## src/rtl/reconf_fir_tdm_mac.sv

```systemverilog
// ---------------------------------------------------------------------------
// reconf_fir_tdm_mac
//   Reconfigurable transposed-form FIR filter that time-shares one
//   multiplier-accumulator across up to MAX_TAPS taps. Coefficients are held
//   in an internal RAM written through a chip-select/write-enable port while
//   the block is in coefficient-load mode. Partial sums z[] live in a second
//   internal RAM and are updated in place, one tap per clock.
//
// Optional feature macro: FIR_SAT_EN
//   defined   : shifted accumulator saturates to the OUT_W signed range
//   undefined : shifted accumulator wraps (keeps the low OUT_W bits)
//
// Ports
//   iClk_12M           clock, rising edge
//   iRst               asynchronous, active-high reset
//   iEnSample          one-cycle sample strobe, iFirIn valid with it
//   iFirIn             signed input sample (DATA_W)
//   iCoeffiUpdateFlag  high = coefficient load mode; falling edge latches N
//   iCsnRam, iWrnRam   active-low chip select / write enable
//   iAddrRam           coefficient index (tap 0 at address 0)
//   iWrDtRam           signed coefficient write data
//   iNumOfCoeff        active tap count, clamped to MAX_TAPS when latched
//   oFirOut            signed output, holds between valid pulses
//   oFirValid          one-cycle pulse marking a new oFirOut
//   oBusy              z[] clear after reset, or MAC sequence, in progress
//   oOverrun           sticky: a sample strobe was dropped
//   oDbgState          current FSM state (state_t encoding)
//
// Handshake: iEnSample has no back-pressure. A strobe is accepted only in
// ST_RUN without a pending load request; any other strobe is dropped and
// sets oOverrun. oFirValid is a single-cycle qualifier for oFirOut.
// ---------------------------------------------------------------------------
module reconf_fir_tdm_mac #(
  parameter int DATA_W    = 3,
  parameter int COEF_W    = 16,
  parameter int ADDR_W    = 6,
  parameter int MAX_TAPS  = 64,
  parameter int OUT_W     = 16,
  parameter int OUT_SHIFT = 0
) (
  input  logic                     iClk_12M,
  input  logic                     iRst,
  input  logic                     iEnSample,
  input  logic signed [DATA_W-1:0] iFirIn,
  input  logic                     iCoeffiUpdateFlag,
  input  logic                     iCsnRam,
  input  logic                     iWrnRam,
  input  logic [ADDR_W-1:0]        iAddrRam,
  input  logic signed [COEF_W-1:0] iWrDtRam,
  input  logic [ADDR_W:0]          iNumOfCoeff,
  output logic signed [OUT_W-1:0]  oFirOut,
  output logic                     oFirValid,
  output logic                     oBusy,
  output logic                     oOverrun,
  output logic [1:0]               oDbgState
);

  localparam int PROD_W = DATA_W + COEF_W;
  localparam int ACC_W  = DATA_W + COEF_W + ADDR_W;
  localparam int CNT_W  = ADDR_W + 1;
  localparam int EXT_W  = ACC_W + OUT_W;

  typedef enum logic [1:0] {
    ST_IDLE = 2'd0,
    ST_LOAD = 2'd1,
    ST_RUN  = 2'd2,
    ST_MAC  = 2'd3
  } state_t;

  state_t                    state_q, state_d;
  logic [CNT_W-1:0]          clr_q, clr_d;
  logic [ADDR_W-1:0]         k_q, k_d;
  logic signed [DATA_W-1:0]  x_q, x_d;
  logic [CNT_W-1:0]          n_q, n_d;
  logic                      pend_q, pend_d;
  logic signed [OUT_W-1:0]   out_q, out_d;
  logic                      valid_q, valid_d;
  logic                      busy_q, busy_d;
  logic                      ovr_q, ovr_d;

  logic signed [COEF_W-1:0]  coef_mem [MAX_TAPS];
  logic signed [ACC_W-1:0]   z_mem    [MAX_TAPS];

  logic                      coef_we;
  logic                      z_we;
  logic [ADDR_W-1:0]         z_waddr;
  logic signed [ACC_W-1:0]   z_wdata;
  logic                      z_tail_we;

  logic                      clr_done;
  logic                      k_last;
  logic signed [COEF_W-1:0]  h_k;
  logic signed [ACC_W-1:0]   z_k;
  logic signed [PROD_W-1:0]  x_ext, h_ext, prod;
  logic signed [ACC_W-1:0]   prod_ext, sum;

  // Datapath: one full-precision product and one accumulate per cycle.
  assign h_k      = coef_mem[k_q];
  assign z_k      = z_mem[k_q];
  assign x_ext    = {{COEF_W{x_q[DATA_W-1]}}, x_q};
  assign h_ext    = {{DATA_W{h_k[COEF_W-1]}}, h_k};
  assign prod     = x_ext * h_ext;
  assign prod_ext = {{ADDR_W{prod[PROD_W-1]}}, prod};
  assign sum      = prod_ext + z_k;

  assign clr_done = (clr_q == CNT_W'(MAX_TAPS));
  assign k_last   = ({1'b0, k_q} == (n_q - CNT_W'(1)));

  // Scale the accumulator and fit it into OUT_W bits.
  function automatic logic signed [OUT_W-1:0] reduce_acc(input logic signed [ACC_W-1:0] a);
    logic signed [EXT_W-1:0] wide;
    logic signed [EXT_W-1:0] sh;
`ifdef FIR_SAT_EN
    localparam logic signed [EXT_W-1:0] SAT_MAX = {{(ACC_W+1){1'b0}}, {(OUT_W-1){1'b1}}};
    localparam logic signed [EXT_W-1:0] SAT_MIN = {{(ACC_W+1){1'b1}}, {(OUT_W-1){1'b0}}};
`endif
    wide = {{OUT_W{a[ACC_W-1]}}, a};
    sh   = wide >>> OUT_SHIFT;
`ifdef FIR_SAT_EN
    if (sh > SAT_MAX) begin
      sh = SAT_MAX;
    end else if (sh < SAT_MIN) begin
      sh = SAT_MIN;
    end
`endif
    return OUT_W'(sh);
  endfunction

  always_comb begin
    state_d   = state_q;
    clr_d     = clr_q;
    k_d       = k_q;
    x_d       = x_q;
    n_d       = n_q;
    pend_d    = 1'b0;
    out_d     = out_q;
    valid_d   = 1'b0;
    ovr_d     = ovr_q;
    coef_we   = 1'b0;
    z_we      = 1'b0;
    z_waddr   = '0;
    z_wdata   = '0;
    z_tail_we = 1'b0;

    case (state_q)
      ST_IDLE, ST_LOAD: begin
        // z[] is swept to zero in both states; the sweep restarts on every
        // load entry so a shortened load still ends with a clean z[].
        if (!clr_done) begin
          z_we    = 1'b1;
          z_waddr = clr_q[ADDR_W-1:0];
          clr_d   = clr_q + CNT_W'(1);
        end
        if (iEnSample) begin
          ovr_d = 1'b1;
        end
        if (state_q == ST_IDLE) begin
          if (iCoeffiUpdateFlag) begin
            state_d = ST_LOAD;
            ovr_d   = 1'b0;
            clr_d   = '0;
          end else if (clr_done) begin
            state_d = ST_RUN;
          end
        end else begin
          coef_we = !iCsnRam && !iWrnRam && ({1'b0, iAddrRam} < CNT_W'(MAX_TAPS));
          // Flag is known to have been high last cycle, so low here is the
          // falling edge.
          if (!iCoeffiUpdateFlag) begin
            n_d     = (iNumOfCoeff > CNT_W'(MAX_TAPS)) ? CNT_W'(MAX_TAPS) : iNumOfCoeff;
            state_d = clr_done ? ST_RUN : ST_IDLE;
          end
        end
      end

      ST_RUN: begin
        if (iCoeffiUpdateFlag) begin
          state_d = ST_LOAD;
          ovr_d   = 1'b0;
          clr_d   = '0;
        end else begin
          // N=0: each accepted sample produces a zero one cycle later.
          if (pend_q) begin
            out_d   = '0;
            valid_d = 1'b1;
          end
          if (iEnSample) begin
            x_d = iFirIn;
            k_d = '0;
            if (n_q == '0) begin
              pend_d = 1'b1;
            end else begin
              state_d = ST_MAC;
            end
          end
        end
      end

      ST_MAC: begin
        if (iCoeffiUpdateFlag) begin
          state_d = ST_LOAD;
          ovr_d   = 1'b0;
          clr_d   = '0;
        end else begin
          if (iEnSample) begin
            ovr_d = 1'b1;
          end
          if (k_q == '0) begin
            out_d   = reduce_acc(sum);
            valid_d = 1'b1;
          end else begin
            z_we    = 1'b1;
            z_waddr = k_q - ADDR_W'(1);
            z_wdata = sum;
          end
          if (k_last) begin
            z_tail_we = 1'b1;
            state_d   = ST_RUN;
          end else begin
            k_d = k_q + ADDR_W'(1);
          end
        end
      end

      default: state_d = ST_IDLE;
    endcase

    busy_d = (state_d == ST_MAC) ||
             ((state_d == ST_IDLE) && (clr_d != CNT_W'(MAX_TAPS)));
  end

  always_ff @(posedge iClk_12M or posedge iRst) begin
    if (iRst) begin
      state_q <= ST_IDLE;
      clr_q   <= '0;
      k_q     <= '0;
      x_q     <= '0;
      n_q     <= '0;
      pend_q  <= 1'b0;
      out_q   <= '0;
      valid_q <= 1'b0;
      busy_q  <= 1'b0;
      ovr_q   <= 1'b0;
    end else begin
      state_q <= state_d;
      clr_q   <= clr_d;
      k_q     <= k_d;
      x_q     <= x_d;
      n_q     <= n_d;
      pend_q  <= pend_d;
      out_q   <= out_d;
      valid_q <= valid_d;
      busy_q  <= busy_d;
      ovr_q   <= ovr_d;
    end
  end

  // RAM arrays carry no reset; z[] is cleared by the sweep above.
  // z[k] is read combinationally in the same cycle its predecessor slot
  // z[k-1] is written, so every slot is consumed before it is replaced.
  always_ff @(posedge iClk_12M) begin
    if (coef_we) begin
      coef_mem[iAddrRam] <= iWrDtRam;
    end
    if (z_we) begin
      z_mem[z_waddr] <= z_wdata;
    end
    if (z_tail_we) begin
      z_mem[k_q] <= '0;
    end
  end

  assign oFirOut   = out_q;
  assign oFirValid = valid_q;
  assign oBusy     = busy_q;
  assign oOverrun  = ovr_q;
  assign oDbgState = state_q;

endmodule
```

## config.mk

```make
export PLATFORM = sky130hd
export DESIGN_NAME = reconf_fir_tdm_mac
export DESIGN_NICKNAME = d
export VERILOG_FILES = /design/src/rtl/reconf_fir_tdm_mac.sv
export SDC_FILE = /design/constraint.sdc
export NUM_CORES = 2
export LEC_CHECK = 0
export ABC_AREA = 1
export CAP_MARGIN = 40
export CORE_UTILIZATION = 35
export CTS_BUF_LIST = sky130_fd_sc_hd__clkbuf_16
export CTS_CLUSTER_DIAMETER = 100
export DETAILED_ROUTE_END_ITERATION = 12
export SLEW_MARGIN = 0
export SYNTH_ARGS = -nofsm -noshare
export SYNTH_HDL_FRONTEND = slang
export SYNTH_SLANG_ARGS = --single-unit
```

## constraint.sdc

```tcl
create_clock -name iClk_12M -period 13 [get_ports iClk_12M]
set_clock_uncertainty 0.05 [all_clocks]
set_input_delay 1.3 -clock iClk_12M [delete_from_list [all_inputs] [get_ports iClk_12M]]
set_output_delay 1.3 -clock iClk_12M [all_outputs]
set_load 0.03 [all_outputs]
```

# == Word level (Yosys, flattened, before mapping) ==
# Memories as Yosys holds them, arrays and structs flattened.
# Cells that the tools add are included.
# word_totals
elab_cells,114
reg_bits,45
mem_count,2
input_bits,38
ramBits,2624
# classes
multipliers,1
n_eq_ne,14
n_addsub,5
mux,63
n_bitwise,2
n_lt_le_gt_ge,1
n_reduce_logical,16
# mem_list
name,words,width,rd,rd_ports_with_merged_regs,write_ports,line,text
z_mem,64,25,1,0,2,82,logic signed [ACC_W-1:0] z_mem [MAX_TAPS];
coef_mem,64,16,1,0,1,81,logic signed [COEF_W-1:0] coef_mem [MAX_TAPS];
# ops
cell,n
two-way mux 25 bit,3
two-way mux 16 bit,4
two-way mux 6 bit,7
two-way mux 7 bit,5
case mux 16 bit (2 select lines),1
two-way mux 1 bit,26
adder 19 x 25 -> 25 bit,1
case mux 6 bit (2 select lines),2
two-way mux 2 bit,10
multiplier 3 x 16 -> 19 bit,1
inequality test 2 bit (second input constant),7
case mux 7 bit (2 select lines),1
AND reduction 5 bit,2
adder 7 x 1 -> 7 bit (second input constant),1
== test 6 x 7 -> 1 bit,1
== test 7 bit (second input constant),1
> comparator 7 bit (second input constant),1
zero test 7 bit,1
inequality test 7 bit (second input constant),1
subtractor 7 x 1 -> 7 bit (second input constant),1
adder 6 x 1 -> 6 bit (second input constant),1
== test 2 bit (second input constant),3
zero test 6 bit,1
case mux 2 bit (3 select lines),1
12 further kinds,19

# == Longest topological paths before layout ==
# logic_depth
ltp_word,8
depth_mapped,34

# == Worst setup path after synthesis ==
# OpenSTA, ideal clock, no wires.
# synth_timing
path_type,register -> register
start,reg k_q[0]
end,mem z_mem[0][12] in the netlist's numbering
required_ns,12.818
arrival_time_ns,5.971
path_stages_with_launch,30
path_buffers,8
slack_ns,6.847
path_cell_list,dfrtp_1 -> buf_4 -> inv_2 -> buf_6 -> buf_4 -> buf_4 -> nor2_1 -> buf_4 -> buf_2 -> a221oi_1 -> nand4_1 -> nand2_1 -> nand4_1 -> nor3_1 -> nand2_1 -> fa_1 -> fa_1 -> fa_1 -> inv_1 -> ha_1 -> inv_1 -> fa_1 -> o21ai_0 -> a31oi_1 -> o21ai_0 -> xnor2_1 -> or2_2 -> clkbuf_1 -> buf_1 -> a21oi_1
# synth_lines
item,line,text
from (decl),72,"logic [ADDR_W-1:0] k_q, k_d;"
from (signal assigned),247,k_q <= k_d;
to (decl),82,

==> impl_metrics.env <==
export IMPL_status="complete, no violations"
export IMPL_crit_top_cell="fa_1"
export IMPL_cp_top_family="buffers and inverters"
export IMPL_critPathMaxFanout=95
export IMPL_cts_tree="done"
export IMPL_cts_resized_gates=0
export IMPL_pwr_density_cell_nw_per_um2=251
export IMPL_synth_cell_types=57
export IMPL_antenna_left=0
export IMPL_ys_warn_count=0
export IMPL_htreeDepth=4
export IMPL_rows=179
export IMPL_core_area_um2=238000
export IMPL_seq_area_frac_synth_pct=62.7
export IMPL_path_buf_inv=7
export IMPL_nets=8156
export IMPL_clock_fmax_mhz=111
export IMPL_clock_sinks=2093
export IMPL_die_x_um=491
export IMPL_holdWs_ns=0.450
export IMPL_wl_per_cell_um=24.5
export IMPL_dieHeight_um=491
export IMPL_grt_max_degree=136
export IMPL_gr_total_overflow=0
export IMPL_layout_commonest_cell="nand2_1"
export IMPL_drt_pass1_iterations=6
export IMPL_final_util_pct=39.6
export IMPL_final_instance_count_excl_fill=11400
export IMPL_drt_iter0_markers=7684
export IMPL_final_period_utilization_pct=69.1
export IMPL_first_global_vias=62800
export IMPL_critical_path_max_stage_delay_ns=0.74
export IMPL_cp_end_kind="flip-flop"
export IMPL_netlist_instances=8205
export IMPL_gp_congestion=0.899
export IMPL_grt_pass1_wl_mm=411
export IMPL_clk_pin_slew_ns=0.06
export IMPL_num_vias=64900
export IMPL_placedCellCount=11000
export IMPL_rsz0062_at_grt="false"
export IMPL_tightest_slew_ns=0.989
export IMPL_postCtsSetupBuffers=0
export IMPL_fin_crit_ns=8.98
export IMPL_area_growth_pct=12.5
export IMPL_cts_root_buf="clkbuf_16"
export IMPL_drc_errors=0
export IMPL_min_path_type="flip-flop to flip-flop"
export IMPL_final_layout_size_suffix_gt1_share_pct=9.04
export IMPL_grt_antenna_before_repair=5
export IMPL_vias_per_cell=5.70
export IMPL_netlist_area_um2=83600
export IMPL_setup_violations=0
export IMPL_port_buffers=58
export IMPL_startpoint_type="flip-flop"
export IMPL_avgSynthCellArea_um2=10.2
export IMPL_irDropWorstVdd_mv=0.393
export IMPL_grt_usage_pct=22.5
export IMPL_layout_common_cells="1280 x nand2_1, 1024 x edfxtp_1, 1024 x dfxtp_1, 988 x o21ai_0, 976 x a21oi_1"
export IMPL_maxSlewHeadroom_pct=34.0
export IMPL_postPlaceCellArea_um2=87800
export IMPL_maxSlewViolCount=0
export IMPL_synthesis_nets=8307
export IMPL_routed_wirelength_mm=279
export IMPL_worstSetupPathType="flip-flop to flip-flop"
export IMPL_synth_seq_cells=2093
export IMPL_post_dp_hpwl_mm=164
export IMPL_fillers=22600
export IMPL_tns_ns=0
export IMPL_cp_arrival_ns=9.61
export IMPL_drv_cap=0
export IMPL_leakagePower_uw=0.0339
export IMPL_io_pins=59
export IMPL_cts_buffers=199
export IMPL_fin_area_um2=94000
export IMPL_cts_buffer_depth=3
export IMPL_worst_skew_pair_late_latency_ns=0.86
export IMPL_start_util_pct=35.2
export IMPL_ctsHoldBuffers=0
export IMPL_dieArea_um2=241000
export IMPL_required_ns=13.63
export IMPL_hold_viol=0
export IMPL_crit_slowest_cell="buf_4"
==> layout make-up <==
class / instances / area [um^2] / area share, %
Clock inverter: 158 / 1220 / 1.30
Antenna cell: 1 / 2.50 / 0.00266
Timing Repair Buffer: 293 / 2800 / 2.97
Tap cell: 3167 / 3960 / 4.21
Sequential cell: 2093 / 52400 / 55.7
Inverter: 371 / 1410 / 1.49
Clock buffer: 201 / 5030 / 5.35
Multi-Input combinational cell: 5096 / 27200 / 29.0
==> Yosys cell counts (all sizes together) <==
| cell type | number | area (um^2) |
|---|---|---|
| xnor2 | 11 | 96.3 |
| o211ai | 1 | 7.51 |
| nand4 | 238 | 1490 |
| nor2 | 415 | 1670 |
| and2 | 1 | 6.26 |
| a211oi | 3 | 22.5 |
| a21oi | 1010 | 5180 |
| a32o | 9 | 90.1 |
| or2 | 23 | 144 |
| xor2 | 16 | 140 |
| nand3 | 125 | 638 |
| nor3b | 3 | 22.5 |
| nand2 | 1290 | 4870 |
| a221oi | 189 | 1660 |
| edfxtp | 1024 | 30700 |
| o21bai | 6 | 45.0 |
| a31oi | 7 | 43.8 |
| nor3 | 153 | 766 |
| a22oi | 223 | 1680 |
| nand3b | 4 | 30.0 |
| o31ai | 4 | 30.0 |
| a41o | 3 | 30.0 |
| buf | 280 | 1460 |
| a22o | 180 | 1580 |
| fa | 28 | 561 |
| ha | 36 | 450 |
| o41ai | 9 | 78.8 |
| or4 | 1 | 7.51 |
| o221ai | 1 | 8.76 |
| dfxtp | 1024 | 20500 |
| o22ai | 44 | 288 |
| clkinv | 5 | 18.8 |
| inv | 366 | 1380 |
| o2111ai | 1 | 8.76 |
| a31o | 2 | 17.5 |
| o21ai | 1050 | 5260 |
| clkbuf | 365 | 1370 |
| a21boi | 5 | 37.5 |
| dfrtp | 45 | 1130 |
| a21o | 4 | 30.0 |
| or3 | 1 | 6.26 |
==> logic make-up after synthesis <==
logic type	Yosys count	synth area share [%]
buffers and inverters	1016	5.06
adders and majority gates	64	1.21
DFF	2093	62.7
AOI/OAI and AO/OA	2751	19.3
xor gates and xnor gates	27	0.283
and+or+nand+nor	2254	11.5
==> tightest hold or removal path: stages (launching register included) <==
cell	delay [ns]
dfxtp_1	0.31
nor2_1	0.09
nor3_1	0.05
==> worst paths after layout <==
| kind | startpoint | endpoint | slack (ns) | cells past startpoint |
|---|---|---|---|---|
| setup / recovery | k_q[0] | z_mem[36][12] | 4.02 | 25 |
| hold / removal | z_mem[62][14] | z_mem[62][14] | 0.45 | 2 |
| setup reg to reg | k_q[0] | z_mem[36][12] | 4.02 | 25 |
| hold reg to reg | z_mem[62][14] | z_mem[62][14] | 0.45 | 2 |
| max in group asynchronous | iRst | k_q[1] | 11.55 | 3 |
| min in group asynchronous | iRst | oFirValid | 0.87 | 3 |
==> power by group <==
group          switching (uW)  total, uW  internal [uW]
Combinational            6590       9600           3010
Sequential                523       8370           7850
Clock                    2590       5650           3050
Total                    9710      23600          13900
==> registers in the layout (all words and copies together) (netlist names) <==
signal and flops:
clr_q 7, coef_mem 1024, k_q 6, n_q 7
oBusy 1, oDbgState 2, oFirOut 16, oFirValid 1
oOverrun 1, pend_q 1, x_q 3, z_mem 1024
==> per-stage QoR <==
step | total power [uW] | setup slack [ns]
after global placement | 17700 | 4.25
after floorplan | 14400 | 6.85
after detailed placement | 17900 | 4.17
final | 23600 | 4.02
after global routing | 24800 | 3.55
after CTS | 23500 | 4.17
==> per-layer routing <==
metal	global-route usage (%)	part of all wire, %	vias to the layer above
met2	35.7	46	3284
li1	-	-	29100
met3	4.23	9.0	616
met5	0	0	-
met1	29.9	41	31800
met4	9.95	4.3	0
(Power assumes the default switching activity.)
